[src/rtl/regfile_sb.sv]
// regfile_sb: parametrised register file with two combinational read ports,
// one synchronous write port, an optional hardwired zero register, optional
// write-to-read bypass and a per-register busy scoreboard.
//
// Strobe semantics: wr_en and rsv_en are single-cycle strobes sampled on the
// rising clk edge; there is no ready/backpressure, so every strobe seen at an
// edge is acted on. Writeback clears busy, issue sets it, and when both hit the
// same register on the same edge the reservation wins (a new producer is
// pending).
module regfile_sb #(
    parameter int DATA_W   = 64,
    parameter int ADDR_W   = 5,
    parameter int ZERO_EN  = 1,
    parameter int ZERO_REG = 31,
    parameter int BYPASS   = 1
) (
    input  logic              clk,
    input  logic              rst_n,
    input  logic [ADDR_W-1:0] rd_addr_a,
    input  logic [ADDR_W-1:0] rd_addr_b,
    output logic [DATA_W-1:0] rd_data_a,
    output logic [DATA_W-1:0] rd_data_b,
    output logic              busy_a,
    output logic              busy_b,
    input  logic              wr_en,
    input  logic [ADDR_W-1:0] wr_addr,
    input  logic [DATA_W-1:0] wr_data,
    input  logic              rsv_en,
    input  logic [ADDR_W-1:0] rsv_addr,
    output logic              rsv_conflict
);

    localparam int DEPTH = 1 << ADDR_W;
    localparam logic [ADDR_W-1:0] ZERO_IDX = ADDR_W'(ZERO_REG);

    logic [DATA_W-1:0] mem_q [DEPTH];
    logic [DATA_W-1:0] mem_d [DEPTH];
    logic [DEPTH-1:0]  busy_q, busy_d;
    logic              rsv_conflict_q, rsv_conflict_d;

    logic wr_ok, rsv_ok;

    // True when addr names the hardwired zero register and that feature is on.
    function automatic logic is_zero(input logic [ADDR_W-1:0] addr);
        return (ZERO_EN != 0) && (addr == ZERO_IDX);
    endfunction

    // Next-state: apply the write, then the reservation so it wins on a tie,
    // and flag a conflict only when an older producer is still outstanding.
    always_comb begin
        mem_d          = mem_q;
        busy_d         = busy_q;
        wr_ok          = wr_en && !is_zero(wr_addr);
        rsv_ok         = rsv_en && !is_zero(rsv_addr);
        rsv_conflict_d = 1'b0;
        if (wr_ok) begin
            mem_d[wr_addr]  = wr_data;
            busy_d[wr_addr] = 1'b0;
        end
        if (rsv_ok) begin
            busy_d[rsv_addr] = 1'b1;
            rsv_conflict_d   = busy_q[rsv_addr] && !(wr_ok && (wr_addr == rsv_addr));
        end
    end

    // State registers; reset clears storage, scoreboard and the conflict pulse.
    always_ff @(posedge clk or negedge rst_n) begin
        if (!rst_n) begin
            for (int i = 0; i < DEPTH; i++) begin
                mem_q[i] <= '0;
            end
            busy_q         <= '0;
            rsv_conflict_q <= 1'b0;
        end else begin
            mem_q          <= mem_d;
            busy_q         <= busy_d;
            rsv_conflict_q <= rsv_conflict_d;
        end
    end

    // Read port A: zero register first, then same-cycle forwarding, then storage.
    always_comb begin
        rd_data_a = mem_q[rd_addr_a];
        busy_a    = busy_q[rd_addr_a];
        if (is_zero(rd_addr_a)) begin
            rd_data_a = '0;
            busy_a    = 1'b0;
        end else if ((BYPASS != 0) && wr_en && (wr_addr == rd_addr_a)) begin
            rd_data_a = wr_data;
            busy_a    = 1'b0;
        end
    end

    // Read port B: identical priority to port A, fully independent.
    always_comb begin
        rd_data_b = mem_q[rd_addr_b];
        busy_b    = busy_q[rd_addr_b];
        if (is_zero(rd_addr_b)) begin
            rd_data_b = '0;
            busy_b    = 1'b0;
        end else if ((BYPASS != 0) && wr_en && (wr_addr == rd_addr_b)) begin
            rd_data_b = wr_data;
            busy_b    = 1'b0;
        end
    end

    assign rsv_conflict = rsv_conflict_q;

endmodule

[config.mk]
export PLATFORM = sky130hd
export DESIGN_NAME = regfile_sb
export DESIGN_NICKNAME = d
export VERILOG_FILES = /design/src/rtl/regfile_sb.sv
export SDC_FILE = /design/constraint.sdc
export NUM_CORES = 2
export LEC_CHECK = 0
export BUFFER_PORTS_ARGS = -buffer_cell sky130_fd_sc_hd__buf_2
export CORE_UTILIZATION = 39
export CTS_CLUSTER_DIAMETER = 40
export DETAILED_ROUTE_END_ITERATION = 8
export SYNTH_ARGS = -nofsm -noshare
export SYNTH_HDL_FRONTEND = slang
export SYNTH_SLANG_ARGS = --single-unit
[constraint.sdc]
create_clock -name clk -period 2.3 [get_ports clk]
set_input_delay 0.115 -clock clk [delete_from_list [all_inputs] [get_ports clk]]
set_output_delay 0.115 -clock clk [all_outputs]
set_load 0.005 [all_outputs]
==> Flow_metrics.wiki <==
{| class="wikitable"
! Metric !! Value
|-
| Run status || complete, but fails checks
|-
| Failing checks || negative setup slack
|-
| Proportion of register bits with asynchronous set or reset after synthesis || 100%
|-
| Number of synthesized register bits || 2081
|-
| Number of enable flip-flop cells after synthesis || 0
|-
| Finished Core Util || 48.9%
|-
| Primary FF master, synth || dfrtp_1
|-
| Vias in the first global route || 81100
|-
| CP Cell Sequence || mux4_2, a22o_4, a2111oi_4, buf_4, a21oi_4, a22o_1, buf_2
|-
| CTS H-tree lvls || 5
|-
| Clk sink count || between 2000 and 2500
|-
| Period minus WS final || between 3 and 4 ns
|-
| Largest net degree at the start of global routing || 141
|-
| Final number of max-transition violations || 0
|-
| Number of buffers inserted by port buffering || ~220
|-
| Distinct cells, synth || 41
|-
| Antenna Nets Post-Route || 0
|-
| Initial antenna violation count || 23
|-
| Number of iterations in the first detailed-routing pass || 6
|-
| Cell family with the largest share of critical-path delay || compound AO/OA/AOI/OAI gates
|-
| Worst slew margin || between 40 and 50%
|-
| Highest cell delay on the worst timing path || 0.49 ns
|-
| Routability congestion estimate from global placement || approximately 0.86
|-
| Largest fanout on the critical path || 3
|-
| Type of element capturing the critical path || output port
|-
| Topmost layer with routed signal wires || met5
|-
| Share of cells above drive strength 1 || 56.9%
|-
| Area enclosed by the die boundary || 0.285 mm^2
|-
| Commonest cells after routing, fill and taps aside || dfrtp_1 (2081), mux2_2 (1986), mux4_2 (787)
|-
| Sort of element at the start of the critical path || register
|-
| Starting DRT DRC Count || between 6000 and 7000
|-
| Slack of the worst reg-to-reg path || roughly 0.44 ns
|-
| Static Leak || ~0.060 uW
|-
| Routed via count divided by cell count || about 6.3
|-
| Mean instance size in the synthesized netlist || between 10 and 15 um^2
|-
| Unrepaired setup endpoints after global routing || true
|-
| Slowest cell on the critical path || mux4_2
|-
| Critical path buffer and inverter count || 2
|-
| Number of failing hold endpoints at the final stage || 0
|-
| I/O pin total || between 200 and 250
|-
| Max-cap violations || 0
|-
| Met3 Routed Length || approximately 33000 um
|-
| Sequential share of the synthesized area || a little under half
|-
| Die outline height || ~530 um
|-
| Average wire length per cell after detail routing || roughly 33 um
|-
| Worst setup slack after layout || -0.738 ns
|-
| Post-Syn Instances || around 7500
|-
| Critical path class || reg -> out
|-
| Required time of the critical path || approximately 2.2 ns
|-
| Cell area after synthesis || 0.110 mm^2
|-
| Number of filler instances in the final layout || ~24000
|-
| Root buf cell || clkbuf_16
|-
| Data arrival time at the worst-slack endpoint || about 2.9 ns
|-
| Clock buffer depth || 4
|-
| Leftover overflow at the end of global routing || 0
|-
| Floorplan row count || 195
|-
| Wire length on met2 || approximately 180000 um
|-
| Global-route wire length before repair || approximately 580000 um
|-
| Max Fclk || ~0.33 GHz
|-
| Final worst-path cycle share || 132%
|-
| Total track usage || ~28%
|-
| Setup Viol. Count Final || about 140
|-
| Worst vdd ir || roughly 680 uV
|-
| Clock latency of the later-clocked register in the worst-skew pair || 0.87 ns
|-
| Clock tree from TritonCTS || done
|-
| Layout Area Growth over Synthesis || 25.0%
|-
| Slew at the pin closest to its max-slew limit || 0.875 ns
|-
| Starting utilization of the core area || 39.2%
|-
| Synth warn || 0
|-
| Die Width || around 530 um
|-
| Number of nets at the end of the flow || 8223
|-
| Via count || roughly 77000
|-
| Synthesized net count || approximately 7600
|-
| Routed wire length || 396000 um
|-
| Clock-pin slew on the worst setup and hold paths || 0.06 ns
|-
| Remaining design rule violation count || 0
|-
| Cts bufs inserted || roughly 330
|-
| Setup Slack @ Placement || -0.687 ns
|-
| Worst min-delay path category || in -> async
|-
| Routed metal-1 wirelength || ~160000 um
|-
| CORE AREA || 0.282 mm^2
|-
| Most common cell after layout, fill and taps aside || dfrtp_1
|-
| Power per unit of standard cell area || between 900 and 1000 mW/mm^2
|-
| Detailed Place HPWL || ~260000 um
|-
| Clk_skew || roughly 0.0096 ns
|}
synthesized netlist by cell type, types with 35 or more instances:
library cell  count  area [um^2]
a2111oi_2        49          736
clkbuf_1        571         2140
mux2_2         1986        22400
a2111oi_0        76          666
mux2i_1         524         5250
a22o_1          264         2310
a21oi_1         262         1310
o221ai_1        130         1140
mux4_2          787        17700
o22ai_1         140          876
nor2_1           35          131
dfrtp_1        2081        52100
buf_2           269         1350
a22oi_1         126          946
where the power goes:
part           internal, uW  total (uW)  switching, uW
registers             43600       48800           5150
logic                 14400       24800          10300
clock network         31600       50700          19200
tightest hold or removal path: stages:
cell and delay [ns]:
dlygate4sd3_1 0.58, buf_12 0.34, buf_12 0.28
per-stage QoR:
stage	TNS, ns	hold slack, ns	std cells	cell area [um^2]	total power, uW
after floorplan	0	-0.181	7521	110000	63600
after global placement	-50.89	0.0749	11500	123000	70900
after detailed placement	-49.93	0.0726	11500	123000	72100
after CTS	-77.69	0.00909	12100	138000	124000
after global routing	-82.52	0.0579	12100	138000	129000
final	-71.78	0.0864	12200	138000	124000
kinds of logic after synthesis:
| logic type | synth area share, % |
|---|---|
| multiplexers | 41.0 |
| AND/OR/NAND/NOR | 0.571 |
| XOR/XNOR | 0.119 |
| AO/OA/AOI/OAI | 7.39 |
| flip-flops | 47.2 |
| buffers and inverters | 3.73 |
sequential cells by signal, summed over array words and instances, names as in the netlist:
| signal | flops |
|---|---|
| busy_q | 32 |
| mem_q | 2048 |
| rsv_conflict | 1 |
cell type report:
type | count | area (um^2) | area share [%]
antenna | 16 | 40.0 | 0.0290
clock inverter | 197 | 2410 | 1.74
timing repair buffer | 1205 | 12700 | 9.22
multi-input combinational | 4508 | 57300 | 41.5
sequential | 2081 | 52100 | 37.7
inverter | 14 | 52.6 | 0.0381
tap | 3743 | 4680 | 3.39
clock buffer | 389 | 8760 | 6.34
path summary, 6_finish.rpt:
check	start	endpoint	depth (start not counted)
max	mem_q[1575]$_DFFE_PN0P_	rd_data_b[39]	7
min	rst_n	mem_q[907]$_DFFE_PN0P_	3
max reg2reg	busy_q[11]$_DFF_PN0_	rsv_conflict$_DFF_PN0_	5
min reg2reg	mem_q[3]$_DFFE_PN0P_	mem_q[3]$_DFFE_PN0P_	0
max in group asynchronous	rst_n	busy_q[15]$_DFF_PN0_	3
min in group clk	wr_en	busy_q[30]$_DFF_PN0_	6
per-layer routing:
metal / global-route usage, % / up-vias
li1: - / 30800
met1: 36.8 / 41700
met4: 11.6 / 2
met3: 6.38 / 974
met2: 43.4 / 3543
met5: 0 / -
timing repair:
item	in CTS	in global routing
setup endpoints to repair	130	184
pin swaps	322	29
gates resized for setup	452	59
hold buffers	87	0
setup buffers	14	5
endpoints found under the hold margin	4032	0
(Power assumes the default switching activity.)
